<file path="src/rtl/mult_n_pkg.sv">
// Shared types and constants for the mult_n shift-and-add multiplier.
// The optional MULT_N_SIGNED_EN build adds two's-complement support in mult_n.
package mult_n_pkg;

    localparam int WIDTH_MIN = 2;
    localparam int WIDTH_MAX = 32;

    typedef enum logic [1:0] {
        IDLE  = 2'd0,
        SHIFT = 2'd1,
        DONE  = 2'd2
    } state_t;

    // Counter must hold the value WIDTH itself, not just WIDTH-1.
    function automatic int cnt_bits(input int w);
        return $clog2(w + 1);
    endfunction

endpackage

</file>
<file path="src/rtl/mult_n.sv">
// Sequential shift-and-add multiplier: WIDTH SHIFT cycles, result in pp with a done pulse.
// Define MULT_N_SIGNED_EN to add the sgn port and two's-complement operand handling.
module mult_n
    import mult_n_pkg::*;
#(
    parameter int WIDTH = 8
) (
    input  logic               clk,
    input  logic               rst,
    input  logic               init,
    input  logic [WIDTH-1:0]   A,
    input  logic [WIDTH-1:0]   B,
`ifdef MULT_N_SIGNED_EN
    input  logic               sgn,
`endif
    output logic [2*WIDTH-1:0] pp,
    output logic               done,
    output logic               busy,
    output logic [1:0]         dbg_state
);

    localparam int CW = cnt_bits(WIDTH);

    if (WIDTH < WIDTH_MIN || WIDTH > WIDTH_MAX) begin : g_width_check
        $error("mult_n: WIDTH out of range");
    end

    state_t               state, state_nx;
    logic                 init_q, init_q2, init_armed;
    logic                 start;
    logic [2*WIDTH-1:0]   mcand, acc;
    logic [WIDTH-1:0]     mplier;
    logic [CW-1:0]        cnt;
    logic [WIDTH-1:0]     a_mag, b_mag;
    logic                 neg_in, neg_q;

    // init_armed stays low until init is seen low after reset, so a level
    // held through reset release cannot masquerade as a rising edge.
    assign start     = init_q & ~init_q2 & init_armed;
    assign dbg_state = state;

    always_comb begin
        a_mag  = A;
        b_mag  = B;
        neg_in = 1'b0;
`ifdef MULT_N_SIGNED_EN
        if (sgn) begin
            a_mag  = A[WIDTH-1] ? -A : A;
            b_mag  = B[WIDTH-1] ? -B : B;
            neg_in = A[WIDTH-1] ^ B[WIDTH-1];
        end
`endif
    end

    always_ff @(posedge clk or posedge rst) begin
        if (rst) state <= IDLE;
        else     state <= state_nx;
    end

    always_comb begin
        state_nx = state;
        case (state)
            IDLE:    if (start) state_nx = SHIFT;
            SHIFT:   if (cnt == CW'(1)) state_nx = DONE;
            DONE:    state_nx = IDLE;
            default: state_nx = IDLE;
        endcase
    end

    always_ff @(posedge clk or posedge rst) begin
        if (rst) begin
            init_q     <= 1'b0;
            init_q2    <= 1'b0;
            init_armed <= 1'b0;
            mcand      <= '0;
            mplier     <= '0;
            acc        <= '0;
            cnt        <= '0;
            neg_q      <= 1'b0;
            pp         <= '0;
            done       <= 1'b0;
            busy       <= 1'b0;
        end else begin
            init_q  <= init;
            init_q2 <= init_q;
            if (!init) init_armed <= 1'b1;
            done <= 1'b0;
            case (state)
                IDLE: begin
                    if (start) begin
                        mcand  <= {{WIDTH{1'b0}}, a_mag};
                        mplier <= b_mag;
                        neg_q  <= neg_in;
                        acc    <= '0;
                        cnt    <= CW'(WIDTH);
                        busy   <= 1'b1;
                    end
                end
                SHIFT: begin
                    if (mplier[0]) acc <= acc + mcand;
                    mcand  <= mcand << 1;
                    mplier <= mplier >> 1;
                    cnt    <= cnt - CW'(1);
                end
                DONE: begin
                    pp   <= neg_q ? -acc : acc;
                    done <= 1'b1;
                    busy <= 1'b0;
                end
                default: ;
            endcase
        end
    end

endmodule
</file>
<file path="config.mk">
export PLATFORM = sky130hd
export DESIGN_NAME = mult_n
export DESIGN_NICKNAME = d
export VERILOG_FILES = /design/src/rtl/mult_n_pkg.sv /design/src/rtl/mult_n.sv
export SDC_FILE = /design/constraint.sdc
export NUM_CORES = 1
export LEC_CHECK = 0
export ABC_CLOCK_PERIOD_IN_PS = 4230
export BUFFER_PORTS_ARGS = -buffer_cell sky130_fd_sc_hd__buf_2
export CAP_MARGIN = 20
export CORE_MARGIN = 2
export CORE_UTILIZATION = 35
export CTS_CLUSTER_DIAMETER = 40
export DETAILED_ROUTE_END_ITERATION = 6
export PLACE_DENSITY = 0.52
export SLEW_MARGIN = 20
export SYNTH_ARGS = -nofsm -noshare
export SYNTH_HDL_FRONTEND = slang
export SYNTH_SLANG_ARGS = --single-unit
</file>
<file path="constraint.sdc">
create_clock -name clk -period 4.23 [get_ports clk]
set_clock_uncertainty 0.2 [all_clocks]
set_input_delay 0 -clock clk [delete_from_list [all_inputs] [get_ports clk]]
set_output_delay 0 -clock clk [all_outputs]
set_load 0.03 [all_outputs]
</file>
==> results.ini, run 1 <==
[floorplanning]
io_pins = 39
start_util = 0.363
die_x_microns = 102
die_h_microns = 102
num_rows = 35
coreArea_sq_um = 9280
dieArea_sq_um = 10400

[clock_network]
cts_root_buffer = clkbuf_8
clk_latency_ps = 360
cts_setup_buffers = 0
cts_tree = yes
cts_sinks = 67
htree_levels = 3
clk_pin_slew_ps = 80
cts_buffer_depth = 2
cts_made_buffers = 9
ctsResizeCount = 0

[setup_path]
cpPeakStageDelay_ps = 470
crit_slowest_cell = o41a_1
ff2ff_setup_slack_ps = 1700
critical_path_class = flip-flop to flip-flop
r2r_end = acc[10]
critPathCaptureType = flip-flop
critical_path.top_delay_family = compound AO/OA/AOI/OAI gates
cp_data_required_time_ps = 4260
critPathLaunchType = flip-flop
reg2reg_from = mcand[0]
cp.buffers_inverters = 1
rr_worst_depth = 9
worst-path-max-fanout = 4
cp_cell_sequence = ha_1 > inv_1 > fa_1 > nor2b_1 > o31a_1 > o41a_1 > a31oi_1 > xor2_1 > o21ai_1
arrival_ps = 2560

[synthesis]
synth_cells = 344
synth.avg_cell_area_sq_um = 9.81
ys_ff_latch = 67
synth-edff-count = 0
syn_area_sq_um = 3370
ys_async_sr_fraction = 1.00
yosysWarnings = 0
synthFlopType = dfrtp_1
ys_seq_area_frac = 0.497
synth.distinct_cells = 52
syn_nets = 381

[global_route]
antenna_found_initial = 0
overflow = 0
grt_pass1_vias = 2624
grtUsageTotal = 0.158
grt_max_degree = 37
grt_pass1_wl_microns = 12600

[layout]
final_common_cell = nand2_1
nets = 436
fillers = 951
postLayoutCoreUtil = 0.437
antenna_cells = 0
final_cell_mix = nand2_1 (74), dfrtp_1 (67), buf_2 (38), o21ai_0 (29), nor2_1 (23)
area_growth_syn_to_layout_pct = 20.3
drive_above_1_share = 0.200

[detailed_routing]
wl_microns = 7320
vias = 2650
vias_per_cell = 4.97
drtPass1Iterations = 4
ant_nets = 0
drtIter0Drc = 108
drc = 0
post_drt_wl_per_cell_microns = 13.7

[pwr]
ir_drop_v = 0.000270
p_per_area_nw_per_um2 = 827
leakagePower_nw = 1.93

[timing]
setup_tns_ps = 0
fin_crit_sh = 0.598
setup-violations-final = 0
slew_headroom = 0.321
finalMaxSlewViolations = 0
fmax_ghz = 0.396
worst_slew_pin_slew_ps = 1010
rsz0062_at_grt = no
final-hold-violation-count = 0
period_minus_slack_ps = 2530

[flow_run]
maxCapViolations = 0

[run_status]
status = complete, no violations

[hold_path]
hold_class = primary input to asynchronous set/reset pin

[place]
hpwl_microns = 4920
numPortBuffers = 38
gp_congestion = 0.844

-- synth_stat cells, types with 2 or more instances --
master	count	share of area
a211o_1	2	0.0052
a21o_1	3	0.0067
a21oi_1	5	0.0074
a22oi_1	2	0.0044
a31oi_1	15	0.028
clkbuf_1	14	0.016
dfrtp_1	67	0.50
ha_1	17	0.063
inv_1	9	0.010
mux2_2	16	0.053
mux2i_1	2	0.0059
nand2_1	74	0.082
nand2b_1	6	0.011
nand3_1	5	0.0074
nand3b_1	2	0.0044
nor2_1	23	0.026
nor2b_1	2	0.0037
nor4_1	2	0.0037
o211ai_1	2	0.0044
o21ai_0	29	0.043
o21ai_1	5	0.0074
o21bai_1	3	0.0067
xnor2_1	5	0.013
xor2_1	6	0.016
-- kinds of logic (layout without fill, tap and decap cells) --
group | Yosys count | in the layout | synth area share
xor gates and xnor gates | 11 | 11 | 0.0286
buffers and inverters | 24 | 84 | 0.0271
adders and majority gates | 18 | 18 | 0.0690
DFF | 67 | 67 | 0.497
muxes | 18 | 18 | 0.0593
AOI/OAI and AO/OA | 81 | 81 | 0.157
and+or+nand+nor | 125 | 125 | 0.162
-- through the flow --
stage                     area (sq um)  cells  setup slack [ps]  hold WS [ps]  total power [mW]
after floorplan                   3370    344              1920          -169              2.47
after global placement            3700    499              1780         -74.6              2.85
after detailed placement          3700    499              1730         -73.7              2.87
after CTS                         4060    533              1710          85.5              3.39
after global routing              4060    533              1570           115              3.67
final                             4060    533              1700          98.9              3.36
-- report_power, final --
| group | switching [mW] | leakage [nW] | internal [mW] |
|---|---|---|---|
| sequential | 0.208 | 0.828 | 0.920 |
| combinational | 1.03 | 1.01 | 0.701 |
| clock | 0.252 | 0.0884 | 0.243 |
-- metal layers --
layer	routed length (microns)	share of wire	up-vias	GRT usage
met5	0	0	-	0
met4	180	0.025	0	0.0615
met3	282	0.039	18	0.0486
met2	3260	0.45	52	0.251
met1	3590	0.49	1275	0.203
li1	-	-	1305	-
-- worst register-to-register path, delay by kind of cell, from the launching register on --
| family | cells | cell delay, ps |
|---|---|---|
| flip-flops | 1 | 400 |
| XOR/XNOR | 1 | 160 |
| AO/OA/AOI/OAI | 4 | 1030 |
| buffers and inverters | 1 | 80 |
| adder cells (fa/ha/maj) | 2 | 460 |
| AND/OR/NAND/NOR | 1 | 70 |
-- worst max path at each step --
stage               cells past startpoint       to  slack [ps]  startpoint
global placement                        9  acc[10]        1780    mcand[0]
detailed placement                      9  acc[10]        1730    mcand[0]
floorplan                               9  acc[10]        1920    mcand[0]
finish                                  9  acc[10]        1700    mcand[0]
global route                            9  acc[10]        1570    mcand[0]
CTS                                     9  acc[10]        1710    mcand[0]
-- flip-flops by register name, summed over array words and instances, names as in the netlist --
| signal | count |
|---|---|
| pp | 16 |
| init_q2 | 1 |
| busy | 1 |
| mplier | 8 |
| init_q | 1 |
| acc | 16 |
| mcand | 16 |
| done | 1 |
| cnt | 4 |
| init_armed | 1 |
| dbg_state | 2 |
-- area by class of cell --
cell class / instances / area (sq um) / area share
Sequential cell: 67 / 1680 / 0.413
Timing Repair Buffer: 59 / 393 / 0.0968
Inverter: 9 / 33.8 / 0.00833
Clock buffer: 12 / 155 / 0.0382
Multi-Input combinational cell: 253 / 1610 / 0.397
Clock inverter: 4 / 25.0 / 0.00617
Tap cell: 129 / 161 / 0.0398
-- timing repair --
action,4_1_cts,5_1_grt
setup endpoints to repair,0,0
endpoints found under the hold margin,49,0
hold buffers,18,0
Note: power is estimated with default switching activity, not from simulation.
==> run 2: changes to the inputs <==
--- a/config.mk
+++ b/config.mk
@@ -5,14 +5,14 @@
 export SDC_FILE = /design/constraint.sdc
 export NUM_CORES = 1
 export LEC_CHECK = 0
-export ABC_CLOCK_PERIOD_IN_PS = 4230
+export ABC_CLOCK_PERIOD_IN_PS = 2200
 export BUFFER_PORTS_ARGS = -buffer_cell sky130_fd_sc_hd__buf_2
 export CAP_MARGIN = 20
 export CORE_MARGIN = 2
 export CORE_UTILIZATION = 35
 export CTS_CLUSTER_DIAMETER = 40
 export DETAILED_ROUTE_END_ITERATION = 6
-export PLACE_DENSITY = 0.52
+export PLACE_DENSITY = 0.54
 export SLEW_MARGIN = 20
 export SYNTH_ARGS = -nofsm -noshare
 export SYNTH_HDL_FRONTEND = slang
==> constraint.sdc (replaced) <==
create_clock -name clk -period 2.2 [get_ports clk]
set_clock_uncertainty 0.2 [all_clocks]
set_input_delay 0 -clock clk [delete_from_list [all_inputs] [get_ports clk]]
set_output_delay 0 -clock clk [all_outputs]
set_load 0.03 [all_outputs]
==> run 2 against run 1 <==
Net effect:
- the flow now finishes with violations (setup timing)
- combinational power rose to 2.7 times the previous value
- setup slack worse by 1800 ps
- count of clock-buffer cells in the layout increased by 1
- first-iteration DRC count shrank 41%
- final area grew 17%
- critical path depth is 3 lower
- global-route usage rose by 1.2 points
- register-to-register slack worse by 1800 ps
- critical path type unchanged
==> results.ini, run 2 (same netlist as run 1, synthesis figures left out) <==
[run_status]
status = finished with violations
violations = setup timing

[layout]
postLayoutCoreUtil = 0.509  ; +0.0724
drive_above_1_share = 0.347  ; +0.146
top_regs = acc (16), mcand (16), pp (16)
final_common_cell = nand2_1
final_cell_mix = nand2_1 (74), dfrtp_1 (67), buf_4 (65), buf_2 (38), o21ai_0 (24)
fillers = 889  ; -6.5%
area_growth_syn_to_layout_pct = 40.2
antenna_cells = 0  ; unchanged
nets = 502  ; +15%
final_cells = 599  ; +12%
fin_area_sq_um = 4730  ; +17%

[detailed_routing]
ant_nets = 0  ; unchanged
drc = 0  ; unchanged
wl_microns = 8310  ; +14%
drtPass1Iterations = 4  ; unchanged
post_drt_wl_per_cell_microns = 13.9  ; +1.1%
vias = 2883  ; +8.8%
drtIter0Drc = 64  ; -41%
vias_per_cell = 4.81  ; -3.2%

[setup_path]
cp_data_required_time_ps = 2270  ; -1990 ps
critical_path.top_delay_family = compound AO/OA/AOI/OAI gates
crit_slowest_cell = or4b_1
critical_path_class = flip-flop to flip-flop
worst-path-max-fanout = 4  ; unchanged
ff2ff_setup_slack_ps = -120  ; -1820 ps
critPathLaunchType = flip-flop
cp.buffers_inverters = 0  ; -1
reg2reg_from = mcand[6]
rr_worst_depth = 6  ; -3
r2r_end = acc[15]
arrival_ps = 2390  ; -170 ps
critPathCaptureType = flip-flop
cpPeakStageDelay_ps = 500  ; +30 ps
cp_cell_sequence = ha_1 > a211o_1 > o211ai_1 > a21boi_1 > or4b_1 > o211ai_2

[floorplanning]
io_pins = 39  ; unchanged
dieArea_sq_um = 10400  ; unchanged
die_x_microns = 102  ; unchanged
die_h_microns = 102  ; unchanged
start_util = 0.363  ; unchanged
coreArea_sq_um = 9280  ; unchanged
num_rows = 35  ; unchanged

[clock_network]
cts_made_buffers = 9  ; unchanged
clk_latency_ps = 350  ; about the same
cts_tree = yes
cts_sinks = 67  ; unchanged
clk_pin_slew_ps = 80  ; about the same
cts_buffer_depth = 2  ; unchanged
htree_levels = 3  ; unchanged
cts_root_buffer = clkbuf_8

[hold_path]
hold_class = primary input to flip-flop
min_path_cells = 2
hold_end = init_q
hold_path_startpoint = init

[timing]
rsz0062_at_grt = yes
period_minus_slack_ps = 2320  ; -213 ps
worst_slew_pin_slew_ps = 715  ; -298 ps
final-hold-violation-count = 0  ; unchanged
worst_slack_ps = -115  ; -1820 ps
slew_headroom = 0.523  ; +0.202
finalMaxSlewViolations = 0  ; unchanged
fin_crit_sh = 1.05  ; +0.455
fmax_ghz = 0.432  ; +9.2%
setup-violations-final = 5  ; +5

[place]
placedCellCount = 554  ; +11%
gp_congestion = 0.839  ; -0.63%
place_ws_ps = -131  ; -1860 ps
place_area_sq_um = 4130  ; +12%
hpwl_microns = 5670  ; +15%
numPortBuffers = 38  ; unchanged

[pwr]
p_per_area_nw_per_um2 = 1720  ; +110%
leakagePower_nw = 2.30  ; +19%
ir_drop_v = 0.000829  ; +210%
report.power.total_mw = 8.15  ; +140%

[global_route]
grt_pass1_vias = 2816  ; +7.3%
grt_max_degree = 39  ; +5.4%
grt_pass1_wl_microns = 13800  ; +9.1%
overflow = 0  ; unchanged
grtUsageTotal = 0.170  ; +0.0120
antenna_found_initial = 0  ; unchanged

[flow_run]
maxCapViolations = 0  ; unchanged

## run 2: changes by cell type in the layout (fill, tap and decap cells not counted), sizes merged
cell / delta
buf: +65
bufinv: +2
clkbuf: +1
clkinv: -2
clkinvlp: -1
dlygate4sd3: +1
## run 2: timing repair
action | 4_1_cts | 5_1_grt
hold buffers | 19 | 0
cloned | 0 | 0
pin swaps | 4 | 8
setup endpoints to repair | 5 | 8
gates resized for setup | 7 | 15
hold endpoints to repair | 85 | 0
setup buffers | 1 | 9
## run 2: layout make-up
type | instances | area (sq um) | share of cell area
repair buffers | 125 | 911 | 0.193
clock inverters | 3 | 67.6 | 0.0143
multi-input cells | 253 | 1700 | 0.359
inverters | 9 | 36.3 | 0.00767
clock buffers | 13 | 179 | 0.0378
well taps | 129 | 161 | 0.0341
flip-flops and latches | 67 | 1680 | 0.354
## run 2: worst max path at each step
stage / from / endpoint / slack [ps] / cells past startpoint
after floorplan: mcand[8] / acc[15] / 10 / 7
after CTS: mcand[1] / acc[15] / -130 / 7
after detailed placement: mcand[1] / acc[15] / -130 / 7
after global routing: mcand[12] / acc[15] / -240 / 7
after global placement: mcand[1] / acc[15] / -90 / 7
final: mcand[6] / acc[15] / -120 / 6
## run 2: per-layer routing
metal	track usage	vias to the layer above	wire length, microns
li1	-	1447	-
met1	0.238	1374	4100
met2	0.266	51	3880
met3	0.0397	11	228
met4	0.0472	0	105
met5	0	-	0
## run 2: where the power goes
part	switching, mW	internal, mW
Clock	0.492	0.763
Combinational	2.42	2.33
Sequential	0.381	1.77
Total	3.29	4.86
## run 2: per-stage QoR
| step | hold WS [ps] | setup TNS, ps |
|---|---|---|
| global route | 111 | -960 |
| detailed placement | -233 | -430 |
| CTS | 96.0 | -409 |
| global placement | -237 | -239 |
| floorplan | -169 | 0 |
| finish | 103 | -417 |
==> run 3: changes to the inputs <==
--- a/config.mk
+++ b/config.mk
@@ -6,13 +6,13 @@
 export NUM_CORES = 1
 export LEC_CHECK = 0
 export ABC_CLOCK_PERIOD_IN_PS = 2200
-export BUFFER_PORTS_ARGS = -buffer_cell sky130_fd_sc_hd__buf_2
 export CAP_MARGIN = 20
 export CORE_MARGIN = 2
 export CORE_UTILIZATION = 35
 export CTS_CLUSTER_DIAMETER = 40
 export DETAILED_ROUTE_END_ITERATION = 6
-export PLACE_DENSITY = 0.54
+export DONT_BUFFER_PORTS = 1
+export PLACE_DENSITY = 0.51
 export SLEW_MARGIN = 20
 export SYNTH_ARGS = -nofsm -noshare
 export SYNTH_HDL_FRONTEND = slang
==> run 3 against run 2 <==
Net effect:
- the flow still finishes with violations (setup timing)
- via count shrank 6.1%
- fmax shrank 0.61%
- first-iteration DRC count grew 25%
- largest cell class unchanged
- sequential share of layout area grew 2.4 points
- sequential power grew 12%
- clock power shrank 18%
- critical path type unchanged
- highest routed layer unchanged
- combinational power shrank 13%
- power shrank 7.4%
- final cell count shrank 7.2%
==> results.ini, run 3 (same netlist as run 1, synthesis figures left out) <==
[run_status]
status = finished with violations
violations = setup timing

[hold_path]
hold_class = primary input to flip-flop

[clock_network]
cts_root_buffer = clkbuf_8
cts_sinks = 67  ; unchanged
cts_buffer_depth = 2  ; unchanged
clk_pin_slew_ps = 80  ; about the same
cts_tree = yes
cts_made_buffers = 9  ; unchanged
clk_latency_ps = 350  ; about the same
htree_levels = 3  ; unchanged

[pwr]
p_clk_frac = 0.135  ; -0.019
power_frac_comb = 0.547  ; -0.035
switching_share = 0.419  ; +0.0156
p_seq_frac = 0.319  ; +0.055
report.power.total_mw = 7.55  ; -7.4%
switchingPower_mw = 3.17  ; -3.8%
leakagePower_nw = 2.08  ; -9.4%
intPower_mw = 4.39  ; -9.8%
p_per_area_nw_per_um2 = 1700  ; -1.2%
ir_drop_v = 0.000693  ; -16%

[global_route]
grt_max_degree = 42  ; +7.7%
grt_pass1_wl_microns = 13200  ; -3.9%
antenna_found_initial = 0  ; unchanged
overflow = 0  ; unchanged
grtUsageTotal = 0.166  ; -0.00450
grt_pass1_vias = 2681  ; -4.8%

[detailed_routing]
drtPass1Iterations = 4  ; unchanged
post_drt_wl_per_cell_microns = 14.1  ; +1.9%
ant_nets = 0  ; unchanged
drc = 0  ; unchanged
vias = 2707  ; -6.1%
vias_per_cell = 4.87  ; +1.2%
wl_microns = 7860  ; -5.4%
drtIter0Drc = 80  ; +25%

[setup_path]
cp_cell_sequence = ha_2 > inv_2 > fa_2 > nor2b_2 > o31a_1 > o41a_1 > nand4_1 > mux2i_1 > o21ai_1
critPathCaptureType = flip-flop
crit_slowest_cell = o41a_1
worst-path-max-fanout = 4  ; unchanged
cpPeakStageDelay_ps = 400  ; -100 ps
critical_path.top_delay_family = compound AO/OA/AOI/OAI gates
critical_path_class = flip-flop to flip-flop
cp.buffers_inverters = 1  ; +1
critPathLaunchType = flip-flop
cp_data_required_time_ps = 2230  ; -40 ps
arrival_ps = 2360  ; -30 ps

[floorplanning]
num_rows = 35  ; unchanged
io_pins = 39  ; unchanged
die_h_microns = 102  ; unchanged
start_util = 0.363  ; unchanged
coreArea_sq_um = 9280  ; unchanged
dieArea_sq_um = 10400  ; unchanged
die_x_microns = 102  ; unchanged

[flow_run]
maxCapViolations = 0  ; unchanged

[timing]
final-hold-violation-count = 0  ; unchanged
whs_ps = 31.2  ; -72.1 ps
slew_headroom = 0.521  ; -0.00257
period_minus_slack_ps = 2330  ; +14.3 ps
worst_slack_ps = -130  ; -14.3 ps
finalMaxSlewViolations = 0  ; unchanged
worst_slew_pin_slew_ps = 719  ; +3.86 ps
setup-violations-final = 5  ; unchanged
fmax_ghz = 0.429  ; -0.61%
fin_crit_sh = 1.06  ; +0.00651
rsz0062_at_grt = yes

[place]
place_area_sq_um = 3950  ; -4.5%
gp_congestion = 0.776  ; -7.4%
numPortBuffers = 0  ; -100%
hpwl_microns = 5370  ; -5.3%

[layout]
area_growth_syn_to_layout_pct = 31.4
fin_area_sq_um = 4430  ; -6.3%
final_common_cell = nand2_1
drive_above_1_share = 0.274  ; -0.0728
top_regs = acc (16), mcand (16), pp (16)
fillers = 946  ; +6.4%
nets = 459  ; -8.6%
antenna_cells = 0  ; unchanged
final_cell_mix = nand2_1 (74), dfrtp_1 (67), buf_4 (61), o21ai_0 (26), nor2_1 (23)

-- run 3: cell types whose count changed in the layout (fill, tap and decap cells not counted), moves of 2 or more --
cell and change:
clkinv_2 +3, buf_2 -38, buf_6 -2, buf_4 -4, o21ai_0 +2, clkbuf_1 +2, clkbuf_8 -4
-- run 3: worst paths after layout --
check / from / endpoint / slack (ps) / depth (start not counted)
setup / recovery: mcand[0] / acc[12] / -130 / 9
hold / removal: init / init_q / 30 / 1
setup reg to reg: mcand[0] / acc[12] / -130 / 9
hold reg to reg: init_q / init_q2 / 180 / 0
max in group asynchronous: rst / acc[12] / 190 / 4
min in group asynchronous: rst / pp[15] / 490 / 3
-- run 3: final cells by class --
type / instances / area (sq um) / area share
multi-input combinational: 253 / 1700 / 0.383
clock buffer: 11 / 131 / 0.0296
inverter: 9 / 33.8 / 0.00762
sequential: 67 / 1680 / 0.378
clock inverter: 5 / 53.8 / 0.0121
timing repair buffer: 82 / 678 / 0.153
tap: 129 / 161 / 0.0364
-- run 3: power by group through the flow --
| stage | Sequential, mW | Clock (mW) | Combinational (mW) |
|---|---|---|---|
| 2_1_floorplan | 2.35 | 0 | 2.43 |
| 5_1_grt | 2.48 | 1.10 | 4.63 |
| 4_1_cts | 2.40 | 1.06 | 4.05 |
| 3_5_place_dp | 2.41 | 0 | 3.83 |
| 6_report | 2.41 | 1.02 | 4.13 |
| 3_3_place_gp | 2.41 | 0 | 3.78 |
-- run 3: layer usage --
metal | part of all wire | track usage | vias to the layer above | wire length (microns)
met4 | 0.017 | 0.0585 | 0 | 131
met3 | 0.028 | 0.0390 | 13 | 217
met1 | 0.51 | 0.234 | 1287 | 4040
met2 | 0.44 | 0.249 | 43 | 3470
met5 | 0 | 0 | - | 0
li1 | - | - | 1364 | -
-- run 3: repair_timing --
action,4_1_cts,5_1_grt
hold buffers,20,0
pin swaps,6,1
gates resized for setup,9,7
endpoints found under the setup margin,8,10
buffers inserted,4,0
hold endpoints to repair,85,0
-- run 3: through the flow --
| step | util | TNS, ps | std cells | setup slack (ps) |
|---|---|---|---|---|
| 3_5_place_dp | 0.425 | -580 | 516 | -141 |
| 2_1_floorplan | - | 0 | 344 | 13.2 |
| 6_report | 0.477 | -492 | 556 | -130 |
| 3_3_place_gp | 0.425 | -286 | 516 | -82.5 |
| 5_1_grt | 0.477 | -959 | 556 | -220 |
| 4_1_cts | 0.473 | -450 | 556 | -132 |
